`src/rtl/nibble_add_seq_pkg.sv`:
```
// Shared types and sizes for the nibble-serial add/subtract unit.
package nibble_add_seq_pkg;
  localparam int NIB_W   = 4;
  localparam int NUM_NIB = 4;
  localparam int DATA_W  = NIB_W * NUM_NIB;

  typedef enum logic [1:0] {IDLE, CALC, DONE} state_e;

  // Operand viewed as an array of nibbles, nibble 0 least significant.
  typedef logic [NUM_NIB-1:0][NIB_W-1:0] nib_vec_t;
endpackage

```
`src/rtl/nibble_add_seq_if.sv`:
```
// Request/result bundle between the requester and the nibble adder.
interface nibble_add_seq_if;
  import nibble_add_seq_pkg::*;

  logic              start;
  logic              op_sub;
  logic [DATA_W-1:0] a;
  logic [DATA_W-1:0] b;
  logic              busy;
  logic              done;
  logic [DATA_W-1:0] result;
  logic              co;
  logic              ovf;

  modport master (output start, op_sub, a, b,
                  input  busy, done, result, co, ovf);
  modport slave  (input  start, op_sub, a, b,
                  output busy, done, result, co, ovf);
endinterface

```
`src/rtl/nibble_add_seq_rca4.sv`:
```
// 4-bit ripple-carry adder: the only adder in the datapath.
module rca4
  import nibble_add_seq_pkg::*;
(
  input  logic [NIB_W-1:0] a,
  input  logic [NIB_W-1:0] b,
  input  logic             ci,
  output logic [NIB_W-1:0] s,
  output logic             co
);
  logic c;

  // Ripple the carry bit by bit through full-adder equations.
  always_comb begin
    c = ci;
    s = '0;
    for (int i = 0; i < NIB_W; i++) begin
      s[i] = a[i] ^ b[i] ^ c;
      c    = (a[i] & b[i]) | (c & (a[i] ^ b[i]));
    end
    co = c;
  end
endmodule

```
`src/rtl/nibble_add_seq.sv`:
```
// Nibble-serial 16-bit add/subtract: one nibble per CALC cycle through a
// single rca4, result published in the DONE cycle.
module nibble_add_seq
  import nibble_add_seq_pkg::*;
(
  input  logic             clk,
  input  logic             rst,
  nibble_add_seq_if.slave  bus
);
  state_e            state_q, state_d;
  logic [1:0]        idx_q, idx_d;
  logic              carry_q, carry_d;
  nib_vec_t          a_q, a_d, b_q, b_d, work_q, work_d;
  logic [DATA_W-1:0] result_q, result_d;
  logic              co_q, co_d;
  logic              ovf_q, ovf_d;

  logic [NIB_W-1:0]  nib_a, nib_b, sum_s;
  logic              sum_co;

  // Select the current nibble of each latched operand.
  assign nib_a = a_q[idx_q];
  assign nib_b = b_q[idx_q];

  rca4 u_rca4 (
    .a  (nib_a),
    .b  (nib_b),
    .ci (carry_q),
    .s  (sum_s),
    .co (sum_co)
  );

  // Next-state and datapath updates; everything holds unless the state acts.
  always_comb begin
    state_d  = state_q;
    idx_d    = idx_q;
    carry_d  = carry_q;
    a_d      = a_q;
    b_d      = b_q;
    work_d   = work_q;
    result_d = result_q;
    co_d     = co_q;
    ovf_d    = ovf_q;
    unique case (state_q)
      IDLE: begin
        if (bus.start) begin
          // Subtraction is a + ~b + 1: invert b and seed the carry with 1.
          a_d     = bus.a;
          b_d     = bus.op_sub ? ~bus.b : bus.b;
          idx_d   = 2'd0;
          carry_d = bus.op_sub;
          state_d = CALC;
        end
      end
      CALC: begin
        work_d[idx_q] = sum_s;
        carry_d       = sum_co;
        idx_d         = idx_q + 2'd1;
        if (idx_q == 2'(NUM_NIB - 1)) begin
          // Top nibble is being produced now, so publish straight from the adder.
          state_d  = DONE;
          result_d = {sum_s, work_q[NUM_NIB-2:0]};
          co_d     = sum_co;
          ovf_d    = (a_q[NUM_NIB-1][NIB_W-1] == b_q[NUM_NIB-1][NIB_W-1]) &&
                     (sum_s[NIB_W-1] != a_q[NUM_NIB-1][NIB_W-1]);
        end
      end
      DONE: state_d = IDLE;
      default: state_d = IDLE;
    endcase
  end

  // All state, operand, work and output registers.
  always_ff @(posedge clk or posedge rst) begin
    if (rst) begin
      state_q  <= IDLE;
      idx_q    <= '0;
      carry_q  <= 1'b0;
      a_q      <= '0;
      b_q      <= '0;
      work_q   <= '0;
      result_q <= '0;
      co_q     <= 1'b0;
      ovf_q    <= 1'b0;
    end else begin
      state_q  <= state_d;
      idx_q    <= idx_d;
      carry_q  <= carry_d;
      a_q      <= a_d;
      b_q      <= b_d;
      work_q   <= work_d;
      result_q <= result_d;
      co_q     <= co_d;
      ovf_q    <= ovf_d;
    end
  end

  assign bus.busy   = (state_q != IDLE);
  assign bus.done   = (state_q == DONE);
  assign bus.result = result_q;
  assign bus.co     = co_q;
  assign bus.ovf    = ovf_q;
endmodule

```
`src/flat_wrapper.sv`:
```
// flat-port wrapper written by rule: the top's interface ports become plain ports
module nibble_add_seq_flat import nibble_add_seq_pkg::*;
  (clk, rst, bus_start, bus_op_sub, bus_a, bus_b, bus_busy, bus_done, bus_result, bus_co, bus_ovf);
  nibble_add_seq_if bus_i ();
  input  logic clk;
  input  logic rst;
  input wire logic [$bits(bus_i.start)-1:0] bus_start;
  input wire logic [$bits(bus_i.op_sub)-1:0] bus_op_sub;
  input wire logic [$bits(bus_i.a)-1:0] bus_a;
  input wire logic [$bits(bus_i.b)-1:0] bus_b;
  output wire logic [$bits(bus_i.busy)-1:0] bus_busy;
  output wire logic [$bits(bus_i.done)-1:0] bus_done;
  output wire logic [$bits(bus_i.result)-1:0] bus_result;
  output wire logic [$bits(bus_i.co)-1:0] bus_co;
  output wire logic [$bits(bus_i.ovf)-1:0] bus_ovf;
  assign bus_i.start = bus_start;
  assign bus_i.op_sub = bus_op_sub;
  assign bus_i.a = bus_a;
  assign bus_i.b = bus_b;
  assign bus_busy = bus_i.busy;
  assign bus_done = bus_i.done;
  assign bus_result = bus_i.result;
  assign bus_co = bus_i.co;
  assign bus_ovf = bus_i.ovf;
  nibble_add_seq u_core (.clk(clk), .rst(rst), .bus(bus_i));
endmodule
```
`config.mk`:
```
export PLATFORM = sky130hd
export DESIGN_NAME = nibble_add_seq_flat
export DESIGN_NICKNAME = d
export VERILOG_FILES = /design/src/rtl/nibble_add_seq_pkg.sv /design/src/rtl/nibble_add_seq_if.sv /design/src/rtl/nibble_add_seq_rca4.sv /design/src/rtl/nibble_add_seq.sv /design/src/flat_wrapper.sv
export SDC_FILE = /design/constraint.sdc
export NUM_CORES = 1
export LEC_CHECK = 0
export CAP_MARGIN = 20
export CORE_UTILIZATION = 25
export CTS_BUF_LIST = sky130_fd_sc_hd__clkbuf_8
export CTS_CLUSTER_SIZE = 8
export DETAILED_ROUTE_END_ITERATION = 10
export DONT_BUFFER_PORTS = 1
export RECOVER_POWER = 50
export SYNTH_ARGS = -nofsm -noshare
export SYNTH_HDL_FRONTEND = slang
export SYNTH_SLANG_ARGS = --single-unit
export TNS_END_PERCENT = 10
```
`constraint.sdc`:
```
create_clock -name clk -period 3.2 [get_ports clk]
set_clock_uncertainty 0.2 [all_clocks]
set_input_delay 0.96 -clock clk [delete_from_list [all_inputs] [get_ports clk]]
set_output_delay 0.96 -clock clk [all_outputs]
set_load 0.05 [all_outputs]
```
---- After elaboration in Yosys (flattened, before gate mapping) ----
Index checks and enable logic that the tools add are counted.
storage, ports and cells
  bits in registers ....................... 71
  input port bits ......................... 36
  logic and storage cells ................. 73
operators by class
  add/sub/neg operators ................... 1
  $lt $le $gt $ge ......................... 2
  eq/ne operators ......................... 7
  mux-type cells .......................... 15
  bitwise gates (word level) .............. 21
  reductions and logical operators ........ 9
operator list
  kind                   number
  $bmux W4 S2            2
  $bwmux W16             1
  $mux W16               1
  $not A16 Y16           1
  $mux W4                3
  $and A1 B1 Y1          8
  $demux W4 S2           1
  $pmux W2 S2            2
  $reduce_and A2 Y1      4
  $xor A1 B1 Y1          8
  $mux W2                3
  $eq A2 B2 Y1 const B   2
  $or A1 B1 Y1           4
  $reduce_bool A2 Y1     2
  $lt A2 B3 Y1 const B   1
  $add A2 B1 Y2 const B  1
  $eq A2 B1 Y1 const B   1
  $ge A2 B1 Y1 const B   1
  $logic_and A1 B1 Y1    2
  $logic_not A2 Y1       1
  $ne A2 B1 Y1 const B   1
  $ne A2 B2 Y1 const B   1
  $pmux W1 S2            1
  $eq A1 B1 Y1           1
  2 further kinds        2

---- Depth between registers and ports, before layout ----
Gate-level depths: netlist of run 1.
  depth after elaboration ................. 12
  depth in mapped cells ................... 11
  mapped depth without buffers ............ 10

---- By module ----
From an unflattened synthesis of run 1, not the netlist that was laid out.
second synthesis, totals
  cell total of the unflattened synthesis .. 225
  area total of the unflattened synthesis .. 3083.0 µm²
modules (own cells, without submodules)
  module          instances  cells each  area an instance (µm²)  sequential area each (µm²)
  nibble_add_seq  1          211         2965.3                  1676.6
  rca4            1          14          117.6                   0.0

---- Worst setup path before layout of run 1 ----
OpenSTA, ideal clock, no wires.
  path type ............................... reg2reg
  start point ............................. register u_core.idx_q[0]
  end point ............................... register u_core.ovf_q (netlist: u_core.bus.ovf)
  setup time .............................. 0.082 ns
  arrival ................................. 3.128 ns
  required time ........................... 2.918 ns
  setup slack ............................. -0.210 ns
  cell stages (with the launch flop) ...... 12
  period minus slack after synthesis ...... 3.410 ns
  path through ............................ dfrtp_1 buf_2 mux4_2 fa_1 inv_1 fa_1 inv_1 fa_1 inv_1 fa_1 or3_1 a31oi_1
on the way
  longest elaborated chain between the ends .. 12
  elaborated cells between the ends (all ways) .. 22
RTL lines
  item                                   RTL line                                    text
  from (decl)                            nibble_add_seq.sv:11                        logic [1:0] idx_q, idx_d;
  from (signal assigned)                 nibble_add_seq.sv:87                        idx_q <= idx_d;
  $bmux W4 S2, on equally long branches  nibble_add_seq.sv:22, nibble_add_seq.sv:23
  $mux W4, on equally long branches      nibble_add_seq.sv:22, nibble_add_seq.sv:23
  $xor A1 B1 Y1                          nibble_add_seq_rca4.sv:19                   c = (a[i] & b[i]) | (c & (a[i] ^ b[i]));
  $and A1 B1 Y1                          nibble_add_seq_rca4.sv:19
  $or A1 B1 Y1                           nibble_add_seq_rca4.sv:19
  $and A1 B1 Y1                          nibble_add_seq_rca4.sv:19
  $or A1 B1 Y1                           nibble_add_seq_rca4.sv:19
  $and A1 B1 Y1                          nibble_add_seq_rca4.sv:19
  $or A1 B1 Y1                           nibble_add_seq_rca4.sv:19
  $xor A1 B1 Y1                          nibble_add_seq_rca4.sv:18                   s[i] = a[i] ^ b[i] ^ c;
  $ne A1 B1 Y1                           nibble_add_seq.sv:65                        (sum_s[NIB_W-1] != a_q[NUM_NIB-1][NIB_W-1]);
  $logic_and A1 B1 Y1                    nibble_add_seq.sv:64                        ovf_d = (a_q[NUM_NIB-1][NIB_W-1] == b_q[NUM_NIB-1][NIB_W-1]) &&
  to (signal assigned)                   nibble_add_seq.sv:94                        ovf_q <= ovf_d;
  to (decl)                              nibble_add_seq.sv:16                        logic ovf_q, ovf_d;
Several ways; a longest one is shown, not always the timed one. The select of a mux whose other input is x is not followed.
A chain may end at the register's enable or synchronous reset.

---- Worst setup path in the final report of run 1 ----
Ends and elaborated chain as after synthesis.

==> impl_summary.txt, run 1 <==
----------------------------------------------------
[Logic synthesis]
  Count of flip-flops with a built-in enable after synthesis ... 0
  Count of distinct cell types in the synthesized netlist ... 27
  Top flip-flop cell by instance count after synthesis ... sky130_fd_sc_hd__dfrtp_1
  Synthesized instance count ... 228
  Synthesis warning total ... 0
  Async set or reset register ratio after synthesis ... 100%
  Yosys top cell area share ... 55.5%
  Part of the Yosys area used for sequential elements ... 55.5%
  Cells taking the most area after synthesis ... sky130_fd_sc_hd__dfrtp_1 55%, sky130_fd_sc_hd__mux2_2 8.6%, sky130_fd_sc_hd__mux4_2 6.0%
  Post-Synthesis Mean Instance Area ... 13.3 sq um
  Most common cell in the synthesized netlist ... sky130_fd_sc_hd__dfrtp_1
  Leading area contributor after synthesis ... sky130_fd_sc_hd__dfrtp_1
  Post-synthesis instance area ... 3020 sq um
  Synth Net Count ... 272
  Most frequent cells after synthesis ... 67 x sky130_fd_sc_hd__dfrtp_1, 23 x sky130_fd_sc_hd__mux2_2, 18 x sky130_fd_sc_hd__nor2_1, 17 x sky130_fd_sc_hd__a21oi_1, 16 x sky130_fd_sc_hd__xnor2_1
  Synthesized flop and latch total ... 67

[Floorplanning]
  Initial standard-cell utilization of the core ... 26.0%
  Placement Rows ... 39
  Area of the core ... 11600 sq um
  DIE AREA ... 12500 sq um
  Width of the chip ... 112 microns
  I/O pin cnt ... 56
  Die outline height ... 112 microns

[Worst setup path]
  Type of origin of the critical path ... flip-flop
  Chain of cells forming the critical path ... mux4_2 -> fa_2 -> inv_2 -> fa_2 -> inv_2 -> fa_2 -> inv_2 -> fa_1 -> or3_1 -> a31oi_1
  Critical path class ... reg -> reg
  Number of buffers and inverters on the critical path ... 3
  Crit path max-delay family ... adder cells
  Required time of the critical path ... 3.27 ns
  Arrival time at the worst endpoint ... 3.16 ns
  Critical path capture point type ... flip-flop
  Highest fanout seen on the critical path ... 4
  Maximum single-stage delay on the critical path ... 0.53 ns
  Standard cell with the maximum stage delay on the critical path ... sky130_fd_sc_hd__mux4_2

[Placed design]
  Worst setup slack after placement ... 0.00729 ns
  Detailed-placement wirelength estimate ... 4.36 mm
  Port bufs ... 0
  Global placement routability congestion ... 0.738

[Clock tree]
  Count of H-tree levels built during CTS ... 3
  Clock-pin slew on the worst setup and hold paths ... 0.07 ns
  CTS tree ... done
  Maximum number of buffers from clock root to sink ... 2
  Number of sinks driven by the clock tree ... 67
  Root cell of the clock tree ... sky130_fd_sc_hd__clkbuf_8
  Count of hold buffers inserted by post-cts repair ... 0
  Skew-Pair Late Insertion Delay ... 0.35 ns
  Post-cts sizing count ... 0
  Clock buffers created by TritonCTS ... 9
  Setup repair bufs after CTS ... 0

[Timing]
  Final critical path time including I/O delays and setup ... 3.09 ns
  Maximum achievable frequency ... 324 MHz
  Post-route setup slack ... 0.112 ns
  Unrepaired setup endpoints after global routing ... false
  Worst slew margin relative to its limit ... 17.0%
  Post-route clock period utilization ... 96.5%
  Aggregate negative setup slack ... 0 ns
  Max Slew Vio Count ... 0
  Number of failing setup endpoints in the final timing report ... 0
  Slew at the pin with the worst max-slew slack ... 1.24 ns
  Number of failing hold endpoints at the final stage ... 0

[Drt]
  Routed via count divided by cell count ... 4.44
  Average wire per standard cell ... 15.7 microns
  Met2 wirelength from detailed routing ... 2.94 mm
  Detail Route Antenna Nets ... 0
  Iteration count of the initial detailed-routing pass ... 9
  Uppermost routed layer ... met4
  Met3 layer wire length in the routed design ... 383 microns
  Remaining design rule violation count ... 2
  WL met1 ... 2.63 mm
  Via count ... 1700
  Drt first-iter violations ... 103
  Detailed Route WL ... 6.03 mm

[Global route]
  Pin count of the biggest net entering global routing ... 53
  GRT Resource Usage Total ... 10.6%
  Vias in the first global route ... 1795
  Gr ovfl total ... 0
  Antenna violations before repair ... 0
  First-pass GRT wire length ... 9.80 mm

[Finish]
  Diode count ... 0
  Area Overhead vs Synth ... 12.8%
  Ratio of cells with drive above 1 in the final layout ... 25.8%
  Final Net Count ... 279
  Core occupancy in the finished layout ... 29.4%

[Worst hold path]
  Min-Delay Path Class ... reg -> reg

[Run]
  Number of max-cap violations ... 0

[Run status]
  Failing checks ... design-rule violations
  Result of the run ... complete, but fails checks

----------------------------------------------------
-- final timing paths --
check / startpoint / end / slack (ns) / cells after the start
worst max-delay path: u_core.idx_q[0]$_DFFE_PP0P_ / u_core.bus.ovf$_DFFE_PP0P_ / 0.11 / 10
worst min-delay path: u_core.work_q[1]$_DFFE_PP0P_ / u_core.work_q[1]$_DFFE_PP0P_ / 0.28 / 2
worst max register to register: u_core.idx_q[0]$_DFFE_PP0P_ / u_core.bus.ovf$_DFFE_PP0P_ / 0.11 / 10
worst min register to register: u_core.work_q[1]$_DFFE_PP0P_ / u_core.work_q[1]$_DFFE_PP0P_ / 0.28 / 2
max in group asynchronous: rst / u_core.idx_q[0]$_DFFE_PP0P_ / 0.60 / 2
min in group asynchronous: rst / u_core.work_q[6]$_DFFE_PP0P_ / 0.64 / 1
-- placed cells by master, fill, tap and decap left out, types with 6 or more instances in the layout --
| cell type | Yosys | routed |
|---|---|---|
| sky130_fd_sc_hd__o21ai_0 | 9 | 9 |
| sky130_fd_sc_hd__dfrtp_1 | 67 | 66 |
| sky130_fd_sc_hd__buf_4 | 3 | 6 |
| sky130_fd_sc_hd__nand2_1 | 10 | 10 |
| sky130_fd_sc_hd__nor2_1 | 18 | 18 |
| sky130_fd_sc_hd__xnor2_1 | 16 | 16 |
| sky130_fd_sc_hd__inv_1 | 11 | 9 |
| sky130_fd_sc_hd__mux4_2 | 8 | 8 |
| sky130_fd_sc_hd__mux2_1 | 14 | 14 |
| sky130_fd_sc_hd__a21oi_1 | 17 | 17 |
| sky130_fd_sc_hd__mux2_2 | 23 | 23 |
| sky130_fd_sc_hd__clkbuf_8 | 0 | 10 |
-- metal layers --
metal | vias up | global-route usage (%)
met3 | 9 | 4.63
li1 | 797 | -
met2 | 45 | 16.8
met5 | - | 0
met1 | 849 | 12.7
met4 | 0 | 4.00
-- state kept, by name, summed over array words and instances (netlist names) --
name,flops
u_core.carry_q,1
u_core.idx_q,2
u_core.a_q,16
u_core.work_q,12
u_core.b_q,16
u_core.bus.co,1
u_core.state_q,2
u_core.bus.ovf,1
u_core.bus.result,16
-- cell families after synthesis --
family | count (synthesis) | share of synthesized area, %
AOI/OAI and AO/OA | 30 | 5.34
adders and majority gates | 8 | 4.31
xor gates and xnor gates | 16 | 4.64
muxes | 45 | 19.8
buffers and inverters | 23 | 4.18
and+or+nand+nor | 39 | 6.29
DFF | 67 | 55.5
-- layout make-up --
cell class,count,area [sq um]
Clock buffer,10,138
Multi-Input combinational cell,138,1210
Fill cell,1200,8200
Tap cell,143,179
Clock inverter,6,104
Sequential cell,67,1680
Inverter,11,41.3
Timing Repair Buffer,8,55.1
-- tightest hold or removal path: stages (launching register included) --
cell and delay [ns]:
sky130_fd_sc_hd__dfrtp_1 0.34, sky130_fd_sc_hd__nand2_1 0.04, sky130_fd_sc_hd__o21ai_0 0.06
-- stage by stage --
stage,cells,hold slack [ns],instance area (sq um)
final,383,0.285,3410
after global routing,383,0.309,3410
after CTS,383,0.288,3440
after detailed placement,367,0.272,3200
after global placement,367,0.261,3200
after floorplan,228,0.246,3040
Power of run 1 is left out: the tool's default activity adds up to more than one toggle a clock period on the data nets, which glitch-free logic cannot reach.
==> inputs of run 2 (changes only) <==
- CORE_MARGIN: default -> 4
- GPL_ROUTABILITY_DRIVEN: default -> 0
- SKIP_CTS_REPAIR_TIMING: default -> 1
==> impl_summary.txt, run 2 (synthesis gave the netlist of run 1 again) <==
----------------------------------------------------
[Finish]
  Commonest non-fill, non-tap cells in the layout ... 66 x sky130_fd_sc_hd__dfrtp_1, 23 x sky130_fd_sc_hd__mux2_2, 18 x sky130_fd_sc_hd__nor2_1, 17 x sky130_fd_sc_hd__a21oi_1, 16 x sky130_fd_sc_hd__xnor2_1
  Non-filler cells in the finished layout ... 382 (-0.26%)
  Post-route design area ... 3340 sq um (-1.9%)
  Most common cell after layout, fill and taps aside ... sky130_fd_sc_hd__dfrtp_1
  Final Net Count ... 279 (unchanged)
  Area Overhead vs Synth ... 10.7%
  Ratio of cells with drive above 1 in the final layout ... 26.9% (+1.1 points)
  Filler cell count ... 1219 (+1.6%)

[Timing]
  Post-route setup slack ... 0.0463 ns (-0.0658 ns)
  Final critical path time including I/O delays and setup ... 3.15 ns (+0.0658 ns)
  Post-route clock period utilization ... 98.6% (+2.1 points)
  Number of failing setup endpoints in the final timing report ... 0 (unchanged)
  Maximum achievable frequency ... 317 MHz (-2.1%)
  Slew at the pin with the worst max-slew slack ... 1.04 ns (-0.199 ns)
  Worst slew margin relative to its limit ... 30.4% (+13 points)
  Unrepaired setup endpoints after global routing ... true
  Final worst hold slack ... 0.283 ns (-0.00194 ns)
  Max Slew Vio Count ... 0 (unchanged)
  Number of failing hold endpoints at the final stage ... 0 (unchanged)

[Global route]
  Top Usage Layer GRT ... met2
  Antenna violations before repair ... 1 (+1)
  GR Util met2 ... 14.4% (-2.4 points)
  Gr ovfl total ... 0 (unchanged)
  GRT Resource Usage Total ... 9.34% (-1.3 points)
  Pin count of the biggest net entering global routing ... 53 (unchanged)
  Met3 usage ... 4.57% (-0.062 points)
  First-pass GRT wire length ... 9.92 mm (+1.1%)
  Met1 usage in global routing ... 11.4% (-1.3 points)
  Vias in the first global route ... 1784 (-0.61%)

[Drt]
  Routed via count divided by cell count ... 4.39 (-1.0%)
  Detailed Route WL ... 6.09 mm (+1.1%)
  Iteration count of the initial detailed-routing pass ... 2 (-7)
  Remaining design rule violation count ... 0 (-2)
  Via count ... 1678 (-1.3%)
  Detail Route Antenna Nets ... 0 (unchanged)
  Average wire per standard cell ... 15.9 microns (+1.3%)
  Drt first-iter violations ... 85 (-17%)

[Placed design]
  Detailed-placement wirelength estimate ... 4.50 mm (+3.3%)
  Standard cell area after detailed placement ... 3190 sq um (-0.23%)
  Placed insts ... 366 (-0.27%)
  Port bufs ... 0 (unchanged)
  Worst setup slack after placement ... -0.00748 ns (-0.0148 ns)

[Clock tree]
  Clock-pin slew on the worst setup and hold paths ... 0.07 ns (about the same)
  Number of sinks driven by the clock tree ... 67 (unchanged)
  Skew-Pair Late Insertion Delay ... 0.35 ns (about the same)
  Maximum number of buffers from clock root to sink ... 2 (unchanged)
  Clock buffers created by TritonCTS ... 9 (unchanged)
  Root cell of the clock tree ... sky130_fd_sc_hd__clkbuf_8
  CTS tree ... done
  Count of H-tree levels built during CTS ... 3 (unchanged)

[Worst setup path]
  Arrival time at the worst endpoint ... 3.22 ns (+0.06 ns)
  Critical path class ... reg -> reg
  Type of origin of the critical path ... flip-flop
  Maximum single-stage delay on the critical path ... 0.54 ns (about the same)
  Critical path capture point type ... flip-flop
  Chain of cells forming the critical path ... mux4_2 -> fa_2 -> inv_2 -> fa_2 -> inv_2 -> fa_2 -> inv_2 -> fa_1 -> or3_1 -> a31oi_1
  Required time of the critical path ... 3.27 ns (about the same)
  Number of buffers and inverters on the critical path ... 3 (unchanged)
  Crit path max-delay family ... adder cells
  Highest fanout seen on the critical path ... 4 (unchanged)
  Standard cell with the maximum stage delay on the critical path ... sky130_fd_sc_hd__mux4_2

[Floorplanning]
  Area of the core ... 11600 sq um (unchanged)
  Die outline height ... 118 microns (+5.4%)
  DIE AREA ... 13900 sq um (+11%)
  Width of the chip ... 118 microns (+5.4%)
  Placement Rows ... 39 (unchanged)
  I/O pin cnt ... 56 (unchanged)
  Initial standard-cell utilization of the core ... 26.0% (unchanged)

[Run]
  Number of max-cap violations ... 0 (unchanged)

[Worst hold path]
  Min-Delay Path Class ... reg -> reg

[Run status]
  Result of the run ... complete, no violations

----------------------------------------------------
==> run 2: cell types whose count changed in the layout (fill, tap and decap cells not counted), sizes merged <==
cell and change:
bufinv -3, clkbuf -1, clkinv +2, diode +1
==> run 2: layout make-up <==
cell class | instances | area [sq um] | area share (%)
clock inverter | 5 | 23.8 | 0.711
antenna | 1 | 2.50 | 0.0748
timing repair buffer | 8 | 58.8 | 1.76
tap | 143 | 179 | 5.35
inverter | 11 | 41.3 | 1.23
sequential | 67 | 1680 | 50.2
multi-input combinational | 138 | 1240 | 37.0
clock buffer | 9 | 124 | 3.70
==> run 2: worst paths after layout <==
path                            cells after the start                            to                          from  slack (ns)
worst min-delay path                                2  u_core.work_q[1]$_DFFE_PP0P_  u_core.work_q[1]$_DFFE_PP0P_        0.28
worst max register to register                     10    u_core.bus.ovf$_DFFE_PP0P_   u_core.idx_q[0]$_DFFE_PP0P_        0.05
min in group asynchronous                           1  u_core.work_q[6]$_DFFE_PP0P_                           rst        0.53
max in group asynchronous                           2   u_core.idx_q[0]$_DFFE_PP0P_                           rst        0.72
worst max-delay path                               10    u_core.bus.ovf$_DFFE_PP0P_   u_core.idx_q[0]$_DFFE_PP0P_        0.05
worst min register to register                      2  u_core.work_q[1]$_DFFE_PP0P_  u_core.work_q[1]$_DFFE_PP0P_        0.28
==> run 2: per-layer routing <==
layer	up-vias	share of wire, %
met3	12	6.5
met2	45	48
met4	0	1.5
met1	830	44
li1	791	-
met5	-	0
==> run 2: through the flow <==
stage | setup TNS (ns) | util [%]
finish | 0 | 28.8
floorplan | -0.0678 | -
global placement | 0 | 27.5
CTS | -0.0270 | 28.7
detailed placement | -0.00748 | 27.5
global route | -0.147 | 28.8
==> run 2: worst register-to-register path: cells and delay by family (launching register included) <==
kind                       cells  cell delay [ns]
muxes                          1             0.54
AOI/OAI and AO/OA              1             0.16
DFF                            1             0.42
adders and majority gates      4             1.29
buffers and inverters          3             0.16
and+or+nand+nor                1             0.31
Power of run 2 is left out for the same reason.
==> inputs of run 3 (changes only) <==
- CELL_PAD_IN_SITES_DETAIL_PLACEMENT: default -> 0
- CELL_PAD_IN_SITES_GLOBAL_PLACEMENT: default -> 1
- CORE_ASPECT_RATIO: default -> 1.75
- PLACE_DENSITY_LB_ADDON: default -> 0.1
- SYNTH_HIERARCHICAL: default -> 1
==> impl_summary.txt, run 3 <==
----------------------------------------------------
[Floorplanning]
  Area of the core ... 12100 sq um (+3.9%)
  Die outline height ... 155 microns (+31%)
  DIE AREA ... 14200 sq um (+2.4%)
  Width of the chip ... 91.9 microns (-22%)
  Placement Rows ... 53 (+36%)
  Initial standard-cell utilization of the core ... 25.5% (-0.47 points)
  I/O pin cnt ... 56 (unchanged)

[Logic synthesis]
  Count of flip-flops with a built-in enable after synthesis ... 0 (unchanged)
  Synthesized flop and latch total ... 67 (unchanged)
  Area fraction in and, or, nand and nor cells after synthesis ... 4.79% (-1.5 points)
  Synthesized instance count ... 225 (-1.3%)
  Synthesis warning total ... 6 (+6)
  Async set or reset register ratio after synthesis ... 100% (unchanged)
  Mux cell area share after synthesis ... 24.2% (+4.5 points)
  Share of synthesized cell area in full adder, half adder and majority cells ... 4.22% (-0.086 points)
  Count of distinct cell types in the synthesized netlist ... 25 (-7.4%)
  Cells taking the most area after synthesis ... sky130_fd_sc_hd__dfrtp_1 54%, sky130_fd_sc_hd__mux2_2 11%, sky130_fd_sc_hd__mux2_4 7.8%
  Compound-Gate Fraction of Synth Area ... 3.81% (-1.5 points)
  Synth Net Count ... 269 (-1.1%)
  Combinational family with the most area after synthesis ... multiplexers
  Post-synthesis instance area ... 3080 sq um (+2.0%)
  Top flip-flop cell by instance count after synthesis ... sky130_fd_sc_hd__dfrtp_1
  Yosys top cell area share ... 54.4% (-1.1 points)
  Leading area contributor after synthesis ... sky130_fd_sc_hd__dfrtp_1
  Most frequent cells after synthesis ... 67 x sky130_fd_sc_hd__dfrtp_1, 29 x sky130_fd_sc_hd__mux2_2, 21 x sky130_fd_sc_hd__nand2_1, 19 x sky130_fd_sc_hd__o21ai_0
  XOR/XNOR Fraction of Synth Area ... 4.55% (-0.092 points)
  Part of the Yosys area used for sequential elements ... 54.4% (-1.1 points)
  Most common cell in the synthesized netlist ... sky130_fd_sc_hd__dfrtp_1
  Post-Synthesis Mean Instance Area ... 13.7 sq um (+3.4%)

[Worst setup path]
  Levels on crit path ... 12 (+2)
  Flop2flop setup slack ... 0.09 ns (+0.04 ns)
  Arrival time at the worst endpoint ... 3.14 ns (-0.08 ns)
  Worst r2r src ... u_core/idx_q[0]$_DFFE_PP0P_
  Chain of cells forming the critical path ... mux4_2 -> fa_2 -> inv_2 -> fa_2 -> inv_1 -> fa_2 -> inv_2 -> fa_1 -> inv_2 -> and3b_1 -> a21oi_2 -> o21ai_1
  Worst Reg2Reg Path Length in Cells ... 12 (+2)
  Required time of the critical path ... 3.23 ns (-0.04 ns)
  Type of origin of the critical path ... flip-flop
  Endpoint of the most critical setup path ... u_core/bus.ovf$_DFFE_PP0P_
  Launch point of the worst path ... u_core/idx_q[0]$_DFFE_PP0P_
  Crit path max-delay family ... adder cells
  Highest fanout seen on the critical path ... 4 (unchanged)
  Number of buffers and inverters on the critical path ... 4 (+1)
  Endpoint of the worst-slack reg-to-reg timing path ... u_core/bus.ovf$_DFFE_PP0P_
  Critical path capture point type ... flip-flop
  Standard cell with the maximum stage delay on the critical path ... sky130_fd_sc_hd__mux4_2
  Critical path class ... reg -> reg
  Maximum single-stage delay on the critical path ... 0.53 ns (about the same)

[Finish]
  Ratio of cells with drive above 1 in the final layout ... 37.2% (+10 points)
  Final Net Count ... 281 (+0.72%)
  Most common cell after layout, fill and taps aside ... sky130_fd_sc_hd__dfrtp_1
  Area Overhead vs Synth ... 14.7%
  Non-filler cells in the finished layout ... 407 (+6.5%)
  Commonest non-fill, non-tap cells in the layout ... 66 x sky130_fd_sc_hd__dfrtp_1, 29 x sky130_fd_sc_hd__mux2_2, 21 x sky130_fd_sc_hd__nand2_1, 18 x sky130_fd_sc_hd__o21ai_0
  Total area of multi-input combinational cells ... 1290 sq um (+4.5%)
  Filler cell count ... 1291 (+5.9%)
  Core occupancy in the finished layout ... 29.3% (+0.50 points)
  Diode count ... 0 (-1)
  Seq. cell area ... 1680 sq um (unchanged)

[Drt]
  Detail Route Antenna Nets ... 0 (unchanged)
  Routed via count divided by cell count ... 4.01 (-8.7%)
  Drt first-iter violations ... 36 (-58%)
  Average wire per standard cell ... 17.4 microns (+9.2%)
  Iteration count of the initial detailed-routing pass ... 3 (+1)
  Detailed Route WL ... 7.08 mm (+16%)
  Remaining design rule violation count ... 0 (unchanged)
  Via count ... 1633 (-2.7%)

[Global route]
  Pin count of the biggest net entering global routing ... 32 (-40%)
  Vias in the first global route ... 1894 (+6.2%)
  Antenna violations before repair ... 0 (-1)
  First-pass GRT wire length ... 11.1 mm (+12%)
  GRT Resource Usage Total ... 10.7% (+1.4 points)
  Gr ovfl total ... 0 (unchanged)

[Timing]
  Final critical path time including I/O delays and setup ... 3.11 ns (-0.0444 ns)
  Slew at the pin with the worst max-slew slack ... 1.08 ns (+0.0323 ns)
  Number of failing hold endpoints at the final stage ... 0 (unchanged)
  Number of failing setup endpoints in the final timing report ... 0 (unchanged)
  Unrepaired setup endpoints after global routing ... false
  Maximum achievable frequency ... 322 MHz (+1.4%)
  Post-route clock period utilization ... 97.2% (-1.4 points)
  Max Slew Vio Count ... 0 (unchanged)
  Worst slew margin relative to its limit ... 28.1% (-2.2 points)
  Aggregate negative setup slack ... 0 ns (unchanged)

[Clock tree]
  Clock-pin slew on the worst setup and hold paths ... 0.08 ns (about the same)
  Count of H-tree levels built during CTS ... 3 (unchanged)
  Clock buffers created by TritonCTS ... 9 (unchanged)
  Maximum number of buffers from clock root to sink ... 2 (unchanged)
  Number of sinks driven by the clock tree ... 67 (unchanged)
  CTS tree ... done
  Skew-Pair Late Insertion Delay ... 0.36 ns (about the same)
  Root cell of the clock tree ... sky130_fd_sc_hd__clkbuf_8

[Worst hold path]
  Min-Delay Path Class ... reg -> reg

[Placed design]
  Placed insts ... 390 (+6.6%)
  Detailed-placement wirelength estimate ... 5.14 mm (+14%)
  Port bufs ... 0 (unchanged)

[Run]
  Number of max-cap violations ... 0 (unchanged)

[Run status]
  Result of the run ... complete, no violations

----------------------------------------------------
-- run 3: tightest hold or removal path, cell delays in order, from the launching register on --
cell and delay, ns:
sky130_fd_sc_hd__dfrtp_1 0.35, sky130_fd_sc_hd__nand2_1 0.05, sky130_fd_sc_hd__o21ai_0 0.06
-- run 3: layout make-up --
class | instances | share of cell area (%)
clock buffer | 10 | 3.89
clock inverter | 6 | 2.05
inverter | 15 | 1.59
multi-input combinational | 131 | 36.6
sequential | 67 | 47.5
tap | 165 | 5.84
timing repair buffer | 13 | 2.58
-- run 3: how the worst min path moves through the flow --
stage                                     startpoint                          to  slack (ns)  cells after the start
after floorplan           u_core/b_q[10]$_DFFE_PP0P_  u_core/b_q[10]$_DFFE_PP0P_        0.24                      2
after global placement    u_core/b_q[12]$_DFFE_PP0P_  u_core/b_q[12]$_DFFE_PP0P_        0.26                      2
after detailed placement   u_core/b_q[1]$_DFFE_PP0P_   u_core/b_q[1]$_DFFE_PP0P_        0.27                      2
after CTS                  u_core/b_q[1]$_DFFE_PP0P_   u_core/b_q[1]$_DFFE_PP0P_        0.29                      2
after global routing       u_core/b_q[6]$_DFFE_PP0P_   u_core/b_q[6]$_DFFE_PP0P_        0.32                      2
final                     u_core/b_q[11]$_DFFE_PP0P_  u_core/b_q[11]$_DFFE_PP0P_        0.29                      2
-- run 3: logic make-up (layout without fill, tap and decap cells) --
family,count (synthesis),in the layout
buf+inv,27,44
xor+xnor,16,16
simple gates,32,32
compound gates,22,22
mux,53,53
flops,67,67
fa+ha+maj,8,8
-- run 3: through the flow --
step | setup WS [ns] | area (sq um) | hold WS [ns]
2_1_floorplan | -0.0594 | 3100 | 0.245
3_3_place_gp | 0.0468 | 3330 | 0.265
3_5_place_dp | -0.00783 | 3330 | 0.271
4_1_cts | -0.0236 | 3540 | 0.290
5_1_grt | 0.00226 | 3540 | 0.318
6_report | 0.0908 | 3540 | 0.285
-- run 3: per-layer routing --
layer  track usage, %  share of wire, %  vias to the layer above
li1                 -                 -                      783
met1             11.1                38                      806
met2             19.7                57                       35
met3             3.14               3.3                        9
met4             5.10               2.0                        0
met5                0                 0                        -
Power of run 3 is left out for the same reason.
